===== config.mk =====
export PLATFORM = sky130hd
export DESIGN_NAME = l2_arbiter
export DESIGN_NICKNAME = d
export VERILOG_FILES = /design/src/rtl/l2_arbiter_pkg.sv /design/src/rtl/l2_arbiter_control.sv /design/src/rtl/l2_arbiter.sv
export SDC_FILE = /design/constraint.sdc
export NUM_CORES = 1
export LEC_CHECK = 0
export ABC_AREA = 1
export BUFFER_PORTS_ARGS = -buffer_cell sky130_fd_sc_hd__buf_2
export CELL_PAD_IN_SITES_DETAIL_PLACEMENT = 1
export CELL_PAD_IN_SITES_GLOBAL_PLACEMENT = 1
export CORE_AREA = 3 3 272 274
export DETAILED_ROUTE_END_ITERATION = 6
export DIE_AREA = 0 0 275 277
export PLACE_DENSITY_LB_ADDON = 0.2
export RECOVER_POWER = 25
export SYNTH_ARGS = -nofsm -noshare
export SYNTH_HDL_FRONTEND = slang
export SYNTH_SLANG_ARGS = --single-unit

===== constraint.sdc =====
create_clock -name clk -period 1.8 [get_ports clk]
set_input_delay 0.09 -clock clk [delete_from_list [all_inputs] [get_ports clk]]
set_output_delay 0.09 -clock clk [all_outputs]
set_load 0.005 [all_outputs]

===== src/rtl/l2_arbiter_pkg.sv =====
// Shared types for the L2 port arbiter: LC-3b word/line types, arbiter FSM states,
// and the default D-side starvation bound.
package l2_arbiter_pkg;

    typedef logic [15:0]  lc3b_word;
    typedef logic [127:0] lc3b_block;

    typedef enum logic [1:0] {
        IDLE,
        GRANT_I,
        GRANT_D,
        RELEASE
    } l2_arb_state_t;

    localparam int L2_ARB_MAX_D_STREAK = 4;

endpackage


===== src/rtl/l2_arbiter_control.sv =====
// Grant FSM and D-streak counter for the L2 arbiter; emits one-hot selects
// that steer the routing datapath in the top level.
module l2_arbiter_control
    import l2_arbiter_pkg::*;
#(
    parameter int MAX_D_STREAK = L2_ARB_MAX_D_STREAK,
    parameter int STREAK_W     = 4
) (
    input  logic clk,
    input  logic rst_n,
    input  logic i_read,
    input  logic d_read,
    input  logic d_write,
    input  logic l2_resp,
    output logic sel_i,
    output logic sel_d,
    output logic active
);

    localparam logic [STREAK_W-1:0] STREAK_MAX = STREAK_W'(MAX_D_STREAK);

    l2_arb_state_t         state, state_next;
    logic [STREAK_W-1:0]   streak, streak_next;
    logic                  d_req;

    function automatic logic [STREAK_W-1:0] sat_inc(input logic [STREAK_W-1:0] v);
        return (v >= STREAK_MAX) ? STREAK_MAX : v + STREAK_W'(1);
    endfunction

    assign d_req = d_read | d_write;

    always_ff @(posedge clk or negedge rst_n) begin
        if (!rst_n) begin
            state  <= IDLE;
            streak <= '0;
        end else begin
            state  <= state_next;
            streak <= streak_next;
        end
    end

    always_comb begin
        state_next  = state;
        streak_next = streak;
        unique case (state)
            IDLE: begin
                // Starved I-side wins over a pending D request once the bound is hit.
                if (d_req && i_read && streak == STREAK_MAX) state_next = GRANT_I;
                else if (d_req)                              state_next = GRANT_D;
                else if (i_read)                             state_next = GRANT_I;
            end
            GRANT_I: begin
                if (l2_resp) begin
                    state_next  = RELEASE;
                    streak_next = '0;
                end
            end
            GRANT_D: begin
                if (l2_resp) begin
                    state_next  = RELEASE;
                    streak_next = i_read ? sat_inc(streak) : '0;
                end
            end
            RELEASE: state_next = IDLE;
            default: state_next = IDLE;
        endcase
    end

    assign sel_i  = (state == GRANT_I);
    assign sel_d  = (state == GRANT_D);
    assign active = sel_i | sel_d;

endmodule


===== src/rtl/l2_arbiter.sv =====
// Shares the unified L2 port between the L1 I-cache and D-cache; the control
// block picks the owner and this level routes address, data and responses.
module l2_arbiter
    import l2_arbiter_pkg::*;
#(
    parameter int MAX_D_STREAK = L2_ARB_MAX_D_STREAK,
    parameter int STREAK_W     = 4
) (
    input  logic      clk,
    input  logic      rst_n,
    input  lc3b_word  i_addr,
    input  logic      i_read,
    output lc3b_block i_rdata,
    output logic      i_resp,
    input  lc3b_word  d_addr,
    input  logic      d_read,
    input  logic      d_write,
    input  lc3b_block d_wdata,
    output lc3b_block d_rdata,
    output logic      d_resp,
    output lc3b_word  l2_addr,
    output logic      l2_read,
    output logic      l2_write,
    output lc3b_block l2_wdata,
    input  lc3b_block l2_rdata,
    input  logic      l2_resp
);

    logic sel_i, sel_d, active;

    l2_arbiter_control #(
        .MAX_D_STREAK (MAX_D_STREAK),
        .STREAK_W     (STREAK_W)
    ) u_control (
        .clk     (clk),
        .rst_n   (rst_n),
        .i_read  (i_read),
        .d_read  (d_read),
        .d_write (d_write),
        .l2_resp (l2_resp),
        .sel_i   (sel_i),
        .sel_d   (sel_d),
        .active  (active)
    );

    // Everything is zero outside a grant so idle buses never leak stale data.
    always_comb begin
        l2_addr  = '0;
        l2_read  = 1'b0;
        l2_write = 1'b0;
        l2_wdata = '0;
        i_resp   = 1'b0;
        i_rdata  = '0;
        d_resp   = 1'b0;
        d_rdata  = '0;
        if (active) begin
            if (sel_d) begin
                l2_addr  = d_addr;
                l2_read  = d_read & ~d_write;
                l2_write = d_write;
                l2_wdata = d_wdata;
                if (l2_resp) begin
                    d_resp  = 1'b1;
                    d_rdata = l2_rdata;
                end
            end else begin
                l2_addr = i_addr;
                l2_read = 1'b1;
                if (l2_resp) begin
                    i_resp  = 1'b1;
                    i_rdata = l2_rdata;
                end
            end
        end
    end

endmodule


==> out/qor.tcl, run 1 <==
set qor(hold_path_startpoint) {i_read}
set qor(synth.top_cells.by_area) {nor2_1 34%, inv_1 31%, nand2_1 16%}
set qor(status) {complete, but fails checks}
set qor(core-area_mm2) 0.0716
set qor(maximum_number_of_pins_on_one_net_before_global_route_repair) 53
set qor(whs_endpoint) {u_control.streak[2]}
set qor(path_clk_slew_ns) 0.04
set qor(final_nets) 1830
set qor(worstRegToRegCells) 8
set qor(area_growth_syn_to_layout_pct) 191
set qor(drt_pre_antenna_iters) 4
set qor(worstReg2RegEnd) {u_control.state[1]}
set qor(vias_per_cell) 2.89
set qor(dp_hpwl_um) 29000
set qor(grt_setup_unrepaired) {yes}
set qor(power.switching_w) 0.00556
set qor(grt_antenna_before_repair) 7
set qor(internal_power_w) 0.00496
set qor(fin_crit_sh_pct) 103
set qor(layout.filler_cells) 9103
set qor(achievable-frequency_mhz) 541
set qor(cp.required_ns) 1.71
set qor(r2r-start) {u_control.state[1]}
set qor(tightest_slew_margin_relative_to_the_limit_pct) 75.3
set qor(initial_utilization_pct) 4.54
set qor(power.switching_fraction_pct) 52.8
set qor(synth_cells) 797
set qor(syn-cell-area_mm2) 0.00325
set qor(power.density_mw_per_mm2) 1110
set qor(yosysUniqueCellTypes) 15
set qor(synth_top_cell_by_area) {nor2_1}
set qor(cp_cell_sequence) {inv_2 > ha_4 > nand2_4 > inv_4 > nand2_8 > buf_16 > buf_4 > nor2_4 > buf_2}
set qor(grt_pass1_wl_um) 48300
set qor(grt.overflow.total) 0
set qor(finalNonFillerCells) 2482
set qor(postRouteAntennaNets) 0
set qor(yosys_warnings) 0
set qor(port_buffers) 697
set qor(critical-path-max-stage-delay_ns) 0.38
set qor(cts.path.max_buffers) 2
set qor(die_area_mm2) 0.0762
set qor(clock_skew_ns) 0.000460
set qor(drive_above_1_share_pct) 57.0
set qor(clock_sink_count) 6
set qor(cts.htree.levels) 1
set qor(routed_wire_length_per_instance_um) 15.1
set qor(synthesis.nets) 1096
set qor(syn_area_per_cell_um2) 4.08
set qor(routabilityCongestion) 0.805
set qor(cellLeakagePower_nw) 6.86
set qor(drc_errors) 0
set qor(groute.usage.overall_pct) 8.38
set qor(failing_checks) {negative setup slack}
set qor(timing.critical_path.from_type) {register}
set qor(final.setup.worst_slack_ns) -0.0471
set qor(cts_tree) {done}
set qor(width_of_the_die_um) 275
set qor(drt_iter0_markers) 168
set qor(fin_setup_tns_ns) -1.62
set qor(seq_area_frac_synth_pct) 4.61
set qor(boundaryPins) 698
set qor(wirelength_um) 37500
set qor(setup_violations) 91
set qor(hold_viol_final) 0
set qor(timing_worst_setup_path_type) {register to output port}
set qor(worst-path-max-fanout) 9
set qor(num_rows) 98
set qor(placed_cells) 2441
set qor(clkLatencyLatePin_ns) 0.23
set qor(critPathCaptureType) {output port}
set qor(clk_root_buffer_cell) {clkbuf_16}
set qor(tritoncts.num_buffers) 3
set qor(ys_seq_elements) 6
set qor(hold_class) {primary input to register}
set qor(worst_slew_pin_slew_ns) 0.370
set qor(synth_top_area_share_pct) 34.4
set qor(drv_cap) 0
set qor(crit_path_dat_ns) 1.76
set qor(grt_pass1_vias) 7344
set qor(min_delay_path_depth) 3
set qor(die_y_um) 277
set qor(pwr-share-seq_pct) 2.0
set qor(max-vdd-ir-drop_mv) 0.506
set qor(cp_slowest_cell) {dfrtp_1}
set qor(comb_power_share_pct) 94.5
set qor(worst-r2r-setup-slack_ns) 0.19
set qor(finalMaxSlewViolations) 0
set qor(dr_total_vias) 7166
set qor(power.clock.fraction_pct) 3.4
set qor(final.min_clock_period_ns) 1.85
set qor(crit_buf_inv) 5
set qor(timing.critical_path.max_delay_family) {buffers and inverters}
## registers in the layout (all words and copies together) (netlist names)
| signal | count |
|---|---|
| u_control.streak | 4 |
| u_control.state | 2 |
## worst min-delay path: stages
cell and delay (ns):
buf_2 0.13, nand2_1 0.07, o22ai_1 0.07
## cell usage after synthesis
| cell type | n |
|---|---|
| a21oi_1 | 1 |
| nand2_1 | 143 |
| inv_2 | 2 |
| nand3_1 | 3 |
| nor2_1 | 298 |
| o21ai_0 | 20 |
| nor3_1 | 1 |
| nand2_4 | 1 |
| ha_1 | 5 |
| clkbuf_1 | 13 |
| dfrtp_1 | 6 |
| o22ai_1 | 2 |
| inv_1 | 269 |
| buf_6 | 1 |
| buf_2 | 32 |
## final cells by class
class                      count  area, um^2  area share [%]
inverter                     271        1020            10.8
antenna                        3        7.51          0.0792
sequential                     6         150            1.58
multi-input combinational    474        2350            24.8
tap                          950        1190            12.5
clock buffer                   3        75.1           0.792
timing repair buffer         775        4680            49.4
## layout by cell type, fill, tap and decap left out, types with 2 or more instances in the layout
cell type,n
buf_12,10
buf_16,7
buf_2,690
buf_4,27
buf_6,18
buf_8,12
clkbuf_16,11
dfrtp_1,6
diode_2,3
ha_1,3
ha_4,2
inv_1,268
inv_4,2
nand2_1,140
nand2_2,2
nand3_1,2
nor2_1,214
nor2_2,42
nor2_4,42
o21ai_0,13
o21ai_1,5
o21ai_2,2
o22ai_1,2
## power groups by stage
stage,Combinational (W),Clock (W),Sequential [W]
finish,0.00994,0.000362,0.000214
global placement,0.00776,0,0.000216
floorplan,0.00320,0,0.000208
detailed placement,0.00773,0,0.000213
CTS,0.00866,0.000367,0.000213
global route,0.0110,0.000375,0.000221
## through the flow
step	utilization, %	setup slack [ns]	hold WS [ns]	instance area [um^2]	total power [W]
detailed placement	11.4	-0.0632	-0.0667	8160	0.00795
finish	13.2	-0.0471	0.183	9480	0.0105
global placement	11.4	-0.0927	-0.0646	8160	0.00798
CTS	12.0	-0.0870	0.180	8570	0.00924
global route	13.2	-0.171	0.234	9480	0.0116
floorplan	-	0.367	-0.206	3250	0.00341
## cells by family after synthesis
family	after synthesis	share of synthesized area, %
buffers and inverters	317	38.0
AOI/OAI and AO/OA	23	3.61
adders and majority gates	5	1.92
and+or+nand+nor	446	51.8
DFF	6	4.61
## timing repair
| item | CTS | global route |
|---|---|---|
| endpoints found under the setup margin | 285 | 346 |
| gates cloned | 5 | 13 |
| pin swaps | 0 | 3 |
| gates resized for setup | 42 | 161 |
| endpoints found under the hold margin | 6 | 0 |
| hold buffers | 1 | 0 |
| setup buffers | 4 | 13 |
## metal layers
layer	vias to the layer above	track usage, %	wire (um)
li1	3592	-	-
met1	3255	9.29	14800
met2	297	16.8	20100
met3	20	1.33	2220
met4	2	1.14	378
met5	-	0	13
## worst max path at each step
stage | startpoint | to | slack (ns) | depth (start not counted)
2_1_floorplan | u_control.state[0] | d_rdata[100] | 0.37 | 7
3_3_place_gp | u_control.state[0] | i_rdata[15] | -0.09 | 7
3_5_place_dp | u_control.state[0] | i_rdata[15] | -0.06 | 7
4_1_cts | u_control.state[1] | i_rdata[62] | -0.09 | 8
5_1_grt | u_control.state[0] | d_rdata[93] | -0.17 | 9
6_report | u_control.state[0] | d_rdata[18] | -0.05 | 9
No activity file was read; power rests on OpenSTA's default activity.
==> run 2, diff against run 1 <==
--- a/config.mk
+++ b/config.mk
@@ -9,9 +9,9 @@
 export BUFFER_PORTS_ARGS = -buffer_cell sky130_fd_sc_hd__buf_2
 export CELL_PAD_IN_SITES_DETAIL_PLACEMENT = 1
 export CELL_PAD_IN_SITES_GLOBAL_PLACEMENT = 1
-export CORE_AREA = 3 3 272 274
+export CORE_AREA = 3 3 269 271
 export DETAILED_ROUTE_END_ITERATION = 6
-export DIE_AREA = 0 0 275 277
+export DIE_AREA = 0 0 272 274
 export PLACE_DENSITY_LB_ADDON = 0.2
 export RECOVER_POWER = 25
 export SYNTH_ARGS = -nofsm -noshare
==> constraint.sdc (replaced) <==
create_clock -name clk -period 2.3 [get_ports clk]
set_input_delay 0.115 -clock clk [delete_from_list [all_inputs] [get_ports clk]]
set_output_delay 0.115 -clock clk [all_outputs]
set_load 0.005 [all_outputs]
==> run 2 against run 1 <==
Effect of this change:
- the flow now finishes without violations
- cell area down 15%
- core utilization is 1.7 points lower
- clock power fell by 22%
- via count is 4.5% lower
- worst hold slack better by 0.047 ns
- wire length decreased by 9.9%
- clock skew up 0.00085 ns
- die area is 2.2% lower
- worst setup slack improved by 0.18 ns
- sequential share of layout area rose by 0.28 points
- sequential power decreased by 20%
- critical path type unchanged
- largest cell class unchanged
- highest routed layer unchanged
==> out/qor.tcl, run 2 (synthesis results as in run 1) <==
set qor(timing.critical_path.from_type) {register}
set qor(largest_register_ff_count) 4 ;# unchanged
set qor(groute.usage.overall_pct) 8.17 ;# -0.21 points
set qor(clk_root_buffer_cell) {clkbuf_16}
set qor(cts.path.max_buffers) 2 ;# unchanged
set qor(met3_length_um) 1840 ;# -17%
set qor(worst_slew_pin_slew_ns) 0.636 ;# +0.266 ns
set qor(clkLatencyLatePin_ns) 0.23 ;# about the same
set qor(grt_pass1_vias) 7410 ;# +0.90%
set qor(critical-path-max-stage-delay_ns) 0.37 ;# about the same
set qor(dp_hpwl_um) 30300 ;# +4.4%
set qor(worstReg2RegEnd) {u_control.streak[2]}
set qor(met2RoutedLength_um) 19800 ;# -1.5%
set qor(grt.overflow.total) 0 ;# unchanged
set qor(final_cell_mix) {687 x buf_2, 298 x nor2_1, 269 x inv_1}
set qor(wirelength_um) 33700 ;# -9.9%
set qor(endpoint) {d_rdata[112]}
set qor(maximum_number_of_pins_on_one_net_before_global_route_repair) 134 ;# +150%
set qor(area_growth_syn_to_layout_pct) 148
set qor(drc_errors) 0 ;# unchanged
set qor(postPlaceCellArea_mm2) 0.00796 ;# -2.5%
set qor(route.top_layer_used) {met5}
set qor(achievable-frequency_mhz) 462
set qor(r2r-start) {u_control.state[0]}
set qor(boundaryPins) 698 ;# unchanged
set qor(status) {complete, no violations}
set qor(cp_slowest_cell) {ha_1}
set qor(multiInputGateArea_mm2) 0.00189 ;# -20%
set qor(cp-startpoint) {u_control.state[0]}
set qor(final.min_clock_period_ns) 2.16
set qor(finalNonFillerCells) 2421 ;# -2.5%
set qor(worst-r2r-setup-slack_ns) 0.48 ;# +0.29 ns
set qor(cp_cell_sequence) {inv_1 > ha_1 > buf_4 > nand2_4 > buf_16 > buf_4 > nor2_1 > buf_2}
set qor(met1Wirelength_um) 11900 ;# -19%
set qor(path_clk_slew_ns) 0.03 ;# about the same
set qor(final.setup.worst_slack_ns) 0.137 ;# +0.184 ns
set qor(tightest_slew_margin_relative_to_the_limit_pct) 57.6 ;# -18 points
set qor(timing_worst_setup_path_type) {register to output port}
set qor(drive_above_1_share_pct) 48.6 ;# -8.4 points
set qor(top_regs) {u_control.streak: 4 flops, u_control.state: 2 flops}
set qor(cellLeakagePower_nw) 6.36 ;# -7.4%
set qor(drv_cap) 0 ;# unchanged
set qor(initial_utilization_pct) 4.65 ;# +0.10 points
set qor(worstRegToRegCells) 6 ;# -2
set qor(regArea_um2) 150 ;# unchanged
set qor(routed_wire_length_per_instance_um) 13.9 ;# -7.7%
set qor(crit_path_dat_ns) 2.05 ;# +0.29 ns
set qor(cts_tree) {done}
set qor(final_nets) 1776 ;# -3.0%
set qor(hold_viol_final) 0 ;# unchanged
set qor(grt_setup_unrepaired) {yes}
set qor(clock_sink_count) 6 ;# unchanged
set qor(num_rows) 97 ;# -1.0%
set qor(port_buffers) 697 ;# unchanged
set qor(tritoncts.num_buffers) 3 ;# unchanged
set qor(clock_skew_ns) 0.00131 ;# +0.000850 ns
set qor(fin_setup_tns_ns) 0 ;# +1.62 ns
set qor(die_y_um) 274 ;# -1.1%
set qor(fin_crit_sh_pct) 94.1
set qor(die_area_mm2) 0.0745 ;# -2.2%
set qor(cts.htree.levels) 1 ;# unchanged
set qor(placed_cells) 2411 ;# -1.2%
set qor(critPathMostFrequentCell) {buf_4}
set qor(place_worst_setup_slack_ns) 0.316 ;# +0.380 ns
set qor(width_of_the_die_um) 272 ;# -1.1%
set qor(max-vdd-ir-drop_mv) 0.447 ;# -12%
set qor(finalMaxSlewViolations) 0 ;# unchanged
set qor(hold_class) {primary input to register}
set qor(critPathCaptureType) {output port}
set qor(layout.cells.most_common) {buf_2}
set qor(final_instance_area_mm2) 0.00806 ;# -15%
set qor(core-area_mm2) 0.0700 ;# -2.2%
set qor(cp.required_ns) 2.18 ;# +0.47 ns
set qor(routabilityCongestion) 0.840 ;# +4.3%
set qor(p_total_w) 0.00605 ;# -43%
set qor(cts.repair_timing.setup_buffer_count) 0 ;# -4
set qor(worst-path-max-fanout) 38 ;# +29
set qor(grt_antenna_before_repair) 6 ;# -1
set qor(regMostFlops) {u_control.streak}
set qor(dr_total_vias) 6841 ;# -4.5%
set qor(drt_pre_antenna_iters) 4 ;# unchanged
set qor(layout.filler_cells) 9033 ;# -0.77%
set qor(vias_per_cell) 2.83 ;# -2.1%
set qor(drt_iter0_markers) 163 ;# -3.0%
set qor(setup_violations) 0 ;# -100%
set qor(power.density_mw_per_mm2) 750 ;# -32%
set qor(grt_pass1_wl_um) 46900 ;# -3.0%
set qor(postRouteAntennaNets) 0 ;# unchanged
run 2: cell count changes in the layout (fill, tap and decap cells not counted), sizes merged:
cell    delta
clkbuf     +2
diode      +3
bufbuf     -1
buf       -55
run 2: worst min path at each step:
stage	startpoint	to	cells past startpoint
after global routing	i_read	u_control.streak[2]	3
after global placement	rst_n	u_control.state[0]	1
after floorplan	rst_n	u_control.state[0]	0
final	i_read	u_control.streak[2]	3
after detailed placement	rst_n	u_control.state[0]	1
after CTS	i_read	u_control.streak[1]	3
run 2: per-stage QoR:
| stage | hold WS [ns] | util (%) |
|---|---|---|
| global route | 0.248 | 11.5 |
| global placement | -0.0446 | 11.4 |
| CTS | 0.232 | 11.5 |
| detailed placement | -0.0368 | 11.4 |
| finish | 0.230 | 11.5 |
| floorplan | -0.181 | - |
run 2: area by class of cell:
type | count | share of cell area [%]
well taps | 940 | 14.6
flip-flops and latches | 6 | 1.86
diodes | 6 | 0.186
inverters | 271 | 12.6
multi-input cells | 474 | 23.5
repair buffers | 721 | 46.3
clock buffers | 3 | 0.932
run 2: report_power, final:
group | internal (W) | total [W] | switching, W
clock network | 0.000223 | 0.000283 | 0.0000596
logic | 0.00220 | 0.00559 | 0.00339
registers | 0.000142 | 0.000172 | 0.0000296
run 2: worst max-delay path, delay by kind of cell (launching register included):
kind,cells,cell delay (ns)
and+or+nand+nor,2,0.22
adders and majority gates,1,0.37
DFF,1,0.36
buffers and inverters,5,0.85
run 2: timing repair:
item	4_1_cts	5_1_grt
endpoints found under the setup margin	0	4
hold buffers	1	0
hold endpoints to repair	6	0
gates resized for setup	0	2
run 2: metal layers:
metal  GRT usage (%)  vias up
met1            8.31     3093
li1                -     3473
met3            1.42       14
met4           0.918        2
met2            17.4      259
met5               0        -
==> run 3, diff against run 2 <==
--- a/config.mk
+++ b/config.mk
@@ -14,6 +14,7 @@
 export DIE_AREA = 0 0 272 274
 export PLACE_DENSITY_LB_ADDON = 0.2
 export RECOVER_POWER = 25
+export REMOVE_ABC_BUFFERS = 1
 export SYNTH_ARGS = -nofsm -noshare
 export SYNTH_HDL_FRONTEND = slang
 export SYNTH_SLANG_ARGS = --single-unit
==> run 3 against run 2 <==
Effect of this change:
- via count is 2.3% higher
- worst setup slack better by 0.054 ns
- register-to-register slack better by 0.09 ns
- sequential power is 3% higher
- die area stayed put
- core utilization is 0.059 points lower
- flip-flop and latch count stayed put
- global-route usage is 0.34 points higher
- total power is 1.7% higher
==> out/qor.tcl, run 3 (synthesis results as in run 1) <==
set qor(die_area_mm2) 0.0745 ;# unchanged
set qor(layout.cells.most_common) {buf_2}
set qor(die_y_um) 274 ;# unchanged
set qor(path_clk_slew_ns) 0.03 ;# about the same
set qor(globalRouteMet1Util_pct) 8.39 ;# +0.079 points
set qor(fin_crit_sh_pct) 91.7 ;# -2.3 points
set qor(grt_setup_unrepaired) {no}
set qor(clk_root_buffer_cell) {clkbuf_16}
set qor(top_regs) {u_control.streak: 4 flops, u_control.state: 2 flops}
set qor(min_delay_path_depth) 3 ;# unchanged
set qor(setup_violations) 0 ;# unchanged
set qor(timing.critical_path.max_delay_family) {buffers and inverters}
set qor(routed_wire_length_per_instance_um) 14.7 ;# +5.2%
set qor(cp_cell_sequence) {inv_1 > ha_4 > nand2_1 > inv_2 > nand2_4 > buf_12 > buf_4 > nor2_1 > buf_2}
set qor(regMostFlops) {u_control.streak}
set qor(largest_register_ff_count) 4 ;# unchanged
set qor(grt_pass1_wl_um) 47600 ;# +1.6%
set qor(cp.required_ns) 2.18 ;# about the same
set qor(achievable-frequency_mhz) 474 ;# +2.5%
set qor(layer_with_the_highest_usage) {met2}
set qor(critical-path-max-stage-delay_ns) 0.40 ;# +0.03 ns
set qor(timing.critical_path.from_type) {register}
set qor(routabilityCongestion) 0.913 ;# +8.7%
set qor(dr_total_vias) 6995 ;# +2.3%
set qor(area_growth_syn_to_layout_pct) 146
set qor(initial_utilization_pct) 4.65 ;# unchanged
set qor(cp_num_cells) 9 ;# +1
set qor(timing_worst_setup_path_type) {register to output port}
set qor(drt_pre_antenna_iters) 4 ;# unchanged
set qor(postPlaceCellArea_mm2) 0.00796 ;# about the same
set qor(boundaryPins) 698 ;# unchanged
set qor(dp_hpwl_um) 31500 ;# +3.8%
set qor(cts.path.max_buffers) 2 ;# unchanged
set qor(clkLatencyLatePin_ns) 0.23 ;# about the same
set qor(tritoncts.num_buffers) 3 ;# unchanged
set qor(clock_sink_count) 6 ;# unchanged
set qor(num_rows) 97 ;# unchanged
set qor(port_buffers) 697 ;# unchanged
set qor(core-area_mm2) 0.0700 ;# unchanged
set qor(hold_viol_final) 0 ;# unchanged
set qor(crit_path_dat_ns) 1.99 ;# -0.06 ns
set qor(finalMaxSlewViolations) 0 ;# unchanged
set qor(final.min_clock_period_ns) 2.11 ;# -0.0538 ns
set qor(clock_skew_ns) 0.00117 ;# -0.000144 ns
set qor(cts.htree.levels) 1 ;# unchanged
set qor(grt_pass1_vias) 7217 ;# -2.6%
set qor(final_hold_slack_ns) 0.250 ;# +0.0196 ns
set qor(drt_iter0_markers) 167 ;# +2.5%
set qor(worstRegToRegCells) 7 ;# +1
set qor(critPathCaptureType) {output port}
set qor(cp_slowest_cell) {dfrtp_1}
set qor(max-vdd-ir-drop_mv) 0.327 ;# -27%
set qor(wirelength_um) 35500 ;# +5.1%
set qor(postRouteAntennaNets) 0 ;# unchanged
set qor(drive_above_1_share_pct) 45.3 ;# -3.3 points
set qor(drc_errors) 0 ;# unchanged
set qor(final_instance_area_mm2) 0.00802 ;# -0.51%
set qor(vias_per_cell) 2.89 ;# +2.3%
set qor(groute.usage.overall_pct) 8.52 ;# +0.34 points
set qor(status) {complete, no violations}
set qor(drv_cap) 0 ;# unchanged
set qor(cellLeakagePower_nw) 6.16 ;# -3.1%
set qor(hold_class) {primary input to register}
set qor(final_cell_mix) {636 x buf_2, 298 x nor2_1, 269 x inv_1}
set qor(cts.repair_timing.setup_buffer_count) 0 ;# unchanged
set qor(grt.overflow.total) 0 ;# unchanged
set qor(grt_antenna_before_repair) 9 ;# +3
set qor(cts_tree) {done}
set qor(crit_buf_inv) 5 ;# unchanged
set qor(maximum_number_of_pins_on_one_net_before_global_route_repair) 147 ;# +9.7%
set qor(worst-path-max-fanout) 53 ;# +39%
set qor(power.density_mw_per_mm2) 767 ;# +2.3%
set qor(worst-r2r-setup-slack_ns) 0.57 ;# +0.09 ns
set qor(tightest_slew_margin_relative_to_the_limit_pct) 63.6 ;# +6.0 points
set qor(final_nets) 1776 ;# unchanged
set qor(width_of_the_die_um) 272 ;# unchanged
set qor(fin_setup_tns_ns) 0 ;# unchanged
set qor(groute.layer.met3.usage_pct) 2.63 ;# +1.2 points
set qor(grtUsageMet2_pct) 17.1 ;# -0.30 points
set qor(worst_slew_pin_slew_ns) 0.547 ;# -0.0897 ns
==> run 3: final cells by class <==
cell class	count	area, um^2
sequential	6	150
multi-input combinational	474	1900
inverter	271	1020
antenna	5	12.5
timing repair buffer	721	3680
clock buffer	3	75.1
fill	9050	62000
tap	940	1180
==> run 3: per-layer routing <==
metal	routed length, um	vias to the layer above
met1	12000	3077
met3	3460	38
met2	19200	399
met4	776	10
met5	54	-
li1	-	3471
==> run 3: power by group <==
group,leakage [nW],switching [W],internal (W)
clock network,0.0370,0.0000615,0.000223
logic,6.04,0.00349,0.00220
registers,0.0789,0.0000341,0.000142
==> run 3: worst min-delay path, cell delays in order <==
cell and delay (ns):
buf_2 0.15, nand2_1 0.09, o22ai_1 0.07
==> run 3: repair_timing <==
action,CTS,global route
endpoints found under the hold margin,6,0
resized for setup,0,3
endpoints found under the setup margin,0,87
hold buffers,1,0
==> run 3: final timing paths <==
check                               startpoint                  end
setup / recovery            u_control.state[0]          d_rdata[98]
hold / removal                          i_read  u_control.streak[2]
setup reg to reg            u_control.state[1]   u_control.state[1]
hold reg to reg            u_control.streak[0]  u_control.streak[0]
max in group asynchronous                rst_n   u_control.state[1]
min in group asynchronous                rst_n  u_control.streak[1]
==> run 3: per-stage QoR <==
stage	instances	utilization (%)	power (W)	worst slack, ns
after floorplan	751	-	0.00256	-3.74
after global placement	2410	11.4	0.00608	0.324
after detailed placement	2410	11.4	0.00604	0.295
after CTS	2414	11.5	0.00635	0.0475
after global routing	2417	11.4	0.00692	0.0521
final	2420	11.4	0.00615	0.190
